$ cat config.mk
export PLATFORM = sky130hd
export DESIGN_NAME = vga_rect_ctrl
export DESIGN_NICKNAME = d
export VERILOG_FILES = /design/src/rtl/vga_rect_ctrl.sv
export SDC_FILE = /design/constraint.sdc
export NUM_CORES = 1
export LEC_CHECK = 0
export BUFFER_PORTS_ARGS = -buffer_cell sky130_fd_sc_hd__buf_4
export CORE_ASPECT_RATIO = 0.7
export CORE_UTILIZATION = 60
export CTS_CLUSTER_SIZE = 8
export DETAILED_ROUTE_END_ITERATION = 10
export PLACE_DENSITY = 0.81
export SLEW_MARGIN = 20
export SYNTH_ARGS = -nofsm -noshare
export SYNTH_HDL_FRONTEND = slang
export SYNTH_SLANG_ARGS = --single-unit
$ cat constraint.sdc
create_clock -name i_clk -period 5.16 [get_ports i_clk]
set_clock_uncertainty 0.1 [all_clocks]
set_input_delay 1.032 -clock i_clk [delete_from_list [all_inputs] [get_ports i_clk]]
set_output_delay 1.032 -clock i_clk [all_outputs]
set_load 0.1 [all_outputs]
$ cat src/rtl/vga_rect_ctrl.sv
// vga_rect_ctrl: double-buffered rectangle bounds with two round-robin write ports
module vga_rect_ctrl #(
  parameter int NRECT = 2
) (
  input  logic        i_clk,
  input  logic        i_rst,
  input  logic        i_frame_end,
  input  logic        a_valid,
  output logic        a_ready,
  input  logic        a_idx,
  input  logic        a_sel,
  input  logic [31:0] a_data,
  input  logic        b_valid,
  output logic        b_ready,
  input  logic        b_idx,
  input  logic        b_sel,
  input  logic [31:0] b_data,
  output logic [31:0] o_vga_x0,
  output logic [31:0] o_vga_y0,
  output logic [31:0] o_vga_x1,
  output logic [31:0] o_vga_y1,
  output logic        o_busy,
  output logic [7:0]  o_commit_cnt
);
  localparam int NW = 2 * NRECT;
  typedef enum logic [1:0] {IDLE, COPY, DONE} state_t;
  state_t      state_q, state_d;
  logic [31:0] shadow_q [NW];
  logic [31:0] active_q [NW];
  logic [1:0]  k_q, k_d;
  logic        dirty_q, dirty_d;
  logic        rr_q, rr_d;
  logic [7:0]  cnt_q, cnt_d;
  logic        idle, grant_a, grant_b, wr;
  logic [1:0]  wr_addr;
  logic [31:0] wr_data;
  // rr_q high means B holds priority, i.e. A was granted most recently
  always_comb begin
    idle    = (state_q == IDLE) && !i_rst;
    grant_a = idle && a_valid && (!b_valid || !rr_q);
    grant_b = idle && b_valid && (!a_valid || rr_q);
    wr      = grant_a || grant_b;
    wr_addr = grant_a ? {a_idx, a_sel} : {b_idx, b_sel};
    wr_data = grant_a ? a_data : b_data;
  end
  always_comb begin
    state_d = state_q;
    k_d     = k_q;
    dirty_d = dirty_q;
    cnt_d   = cnt_q;
    rr_d    = grant_a ? 1'b1 : grant_b ? 1'b0 : rr_q;
    unique case (state_q)
      IDLE: begin
        dirty_d = dirty_q || wr;
        if (i_frame_end && (dirty_q || wr)) begin
          state_d = COPY;
          k_d     = 2'd0;
        end
      end
      COPY: begin
        k_d     = k_q + 2'd1;
        state_d = (k_q == 2'd3) ? DONE : COPY;
      end
      DONE: begin
        dirty_d = 1'b0;
        cnt_d   = cnt_q + 8'd1;
        state_d = IDLE;
      end
      default: state_d = IDLE;
    endcase
  end
  always_ff @(posedge i_clk) begin
    if (i_rst) begin
      state_q <= IDLE;
      k_q     <= '0;
      dirty_q <= 1'b0;
      rr_q    <= 1'b0;
      cnt_q   <= '0;
      for (int i = 0; i < NW; i++) begin
        shadow_q[i] <= '0;
        active_q[i] <= '0;
      end
    end else begin
      state_q <= state_d;
      k_q     <= k_d;
      dirty_q <= dirty_d;
      rr_q    <= rr_d;
      cnt_q   <= cnt_d;
      if (wr) shadow_q[wr_addr] <= wr_data;
      if (state_q == COPY) active_q[k_q] <= shadow_q[k_q];
    end
  end
  assign a_ready      = grant_a;
  assign b_ready      = grant_b;
  assign o_vga_x0     = active_q[0];
  assign o_vga_y0     = active_q[1];
  assign o_vga_x1     = active_q[2];
  assign o_vga_y1     = active_q[3];
  assign o_busy       = state_q != IDLE;
  assign o_commit_cnt = cnt_q;
endmodule

==> metrics.cfg <==
[run_status]
status=finished, final reports clean

[global_routing]
grt_max_degree=129
grt_pass1_vias=8995
grt_pass1_wl_mm=51.35
grt_antenna_before_repair=0
track_usage_pct=30.36
overflow=0

[drt]
drt-initial-drc-count=1734
wl_per_cell_um=22.98
antenna_left=0
wl_mm=33.84
remaining_drc_errors=0
vias=9851
viasPerCell=6.688
firstDrtPassIters=6

[sta]
rsz0062_at_grt=false
final.period_utilization_pct=74.57
max_freq_ghz=0.2599
slew_headroom_pct=35.36
setup_viol=0
tightestPinTransition_ns=0.9697
tns_ns=0
maxSlewViolCount=0
period_needed_ns=3.848
hold_violations=0

[die]
die_h_um=125.0
die_w_um=177.7
start_util_pct=61.85
pin_count=212
coreArea_mm2=0.02098
row_count=44
dieArea_mm2=0.02222

[cts]
cts_resized=0
clk_pin_slew_ns=0.05
clockBufferDepth=3
cts_buffers=39
post-cts-setup-buffers=0
clkSinkCount=272
h-tree-depth=2
cts_tree=yes
clkLatencyLatePin_ns=0.51
cts_root_buf=clkbuf_16
hold_buffers=0

[worst_setup_path]
r2r-start=state_q[1]$_SDFFE_PP0P_
critPathLaunch=i_rst
critPathTopFamily=buffers and inverters
crit_arrival_ns=2.72
crit_slowest_cell=buf_4
cp-start-kind=primary input
worst-path-buf-inv=4
worst_setup_path_end_kind=primary output
cp_cell_sequence=buf_4 > nor3_4 > buf_4 > nand2_1 > inv_1 > buf_4
crit_type=primary input to primary output
critPathMaxStageDelay_ns=0.56
crit_required_ns=4.03
crit_top_cell=buf_4
cp_max_fo=65

[logic_synthesis]
async_flop_share_pct=0
synth_ff_type=edfxtp_1
yosysTopAreaCellShare_pct=59.26
yosys_warnings=0
syn_area_mm2=0.01297
synth.most_common_cell=edfxtp_1
synthTopCellsByArea=edfxtp_1 (59%), mux4_2 (5.6%), o211ai_1 (5.6%)
avgSynthCellArea_um2=12.64
synth_seq_cells=272
ys_seq_area_share_pct=61.73
synth_edf_count=256
syn_nets=1101
yosys.area.top_type=edfxtp_1
syn_inst=1026
synthTopCellsByCount=edfxtp_1 (256), a21oi_1 (139), and2_1 (98)
synthDistinctLibCells=42

[hold_path]
hp-start=o_commit_cnt[7]$_SDFFE_PP0N_
hold_class=register to register

[placement]
portBuffers=211
gp_congestion=0.8989
place_hpwl_mm=20.34

[final_layout]
final_layout_size_suffix_gt1_share_pct=27.74
n_antenna_cell=0
finalNetCount=1256
fillerInstances=1315
area_growth_syn_to_layout_pct=20.76

[power]
power-per-cell-area_mw_per_mm2=377.3
finalPower_mw=5.910
peakVddDrop_uv=194.1
p_leak_nw=5.498

[job]
maxCapViolCount=0

==> where the power goes <==
| group | switching [mW] | total (mW) | internal, mW | leakage (nW) |
|---|---|---|---|---|
| Clock | 0.872 | 2.28 | 1.40 | 0.522 |
| Combinational | 0.778 | 1.01 | 0.234 | 2.17 |
| Sequential | 0.0487 | 2.62 | 2.57 | 2.80 |
==> flip-flops by register name, summed over array words and instances (netlist names), named ones only <==
signal        cells
rr_q              1
state_q           2
dirty_q           1
shadow_q        128
k_q               2
o_commit_cnt      8
active_q        128
==> cell type report <==
| class | count | area [um2] | share of cell area, % |
|---|---|---|---|
| clock buffers | 55 | 1057 | 6.749 |
| repair buffers | 231 | 1742 | 11.12 |
| inverters | 6 | 22.52 | 0.1438 |
| multi-input cells | 631 | 4464 | 28.50 |
| well taps | 276 | 345.3 | 2.204 |
| clock inverters | 2 | 25.02 | 0.1597 |
| flip-flops and latches | 272 | 8009 | 51.13 |
==> path summary, 6_finish.rpt <==
check	slack (ns)	end	depth (start not counted)
min reg2reg	0.39	o_commit_cnt[7]$_SDFFE_PP0N_	2
min	0.39	o_commit_cnt[7]$_SDFFE_PP0N_	2
max reg2reg	2.25	shadow_q[2][15]$_SDFFCE_PN0P_	4
max	1.31	a_ready	6
==> placed cells by master (no fill, tap or decap), drive strengths merged, types with 3 or more instances in the layout <==
cell type and n:
a21oi 139, buf 231, clkbuf 55, or4 4, mux4 32, o211ai 96, nor2b 39, nand4 97
dfxtp 16, o21ai 36, and2 98, inv 7, edfxtp 256, nand2b 4, o31ai 4, nand3 33
nor3 5, and3 4, nor2 7, a311o 4, nand2 6, or3 3, or2 3
==> stage by stage <==
stage	setup WS (ns)	hold slack [ns]	cell area (um2)	std cells	utilization (%)
final	1.312	0.3927	15670	1473	74.68
after global routing	1.178	0.4197	15670	1473	74.68
after CTS	1.348	0.3858	15650	1472	74.61
after detailed placement	1.352	0.3792	14570	1415	69.45
after global placement	1.411	0.3657	14570	1415	69.45
after floorplan	1.385	0.3466	12970	1026	-
==> worst min-delay path: cells and delay by family, from the launching register on <==
kind	cells	cell delay, ns
DFF	1	0.32
AOI/OAI and AO/OA	2	0.13
==> metal layers <==
| layer | part of all wire, % | global-route usage (%) | vias up | wire length (um) |
|---|---|---|---|---|
| met3 | 12 | 5.718 | 86 | 4179 |
| met1 | 41 | 46.00 | 4664 | 13850 |
| met5 | 0 | 0 | - | 0 |
| li1 | - | - | 4321 | - |
| met4 | 2.7 | 10.86 | 0 | 925 |
| met2 | 44 | 44.09 | 780 | 14880 |
==> cell families (layout without fill, tap and decap cells) <==
family / Yosys count / count (layout) / synth area share (%)
buf+inv: 123 / 294 / 4.321
compound gates: 288 / 288 / 13.45
mux: 33 / 33 / 5.633
simple gates: 307 / 307 / 14.60
flops: 272 / 272 / 61.73
xor+xnor: 1 / 1 / 0.06753
fa+ha+maj: 2 / 2 / 0.1929
Power figures use the tool's default switching activity.
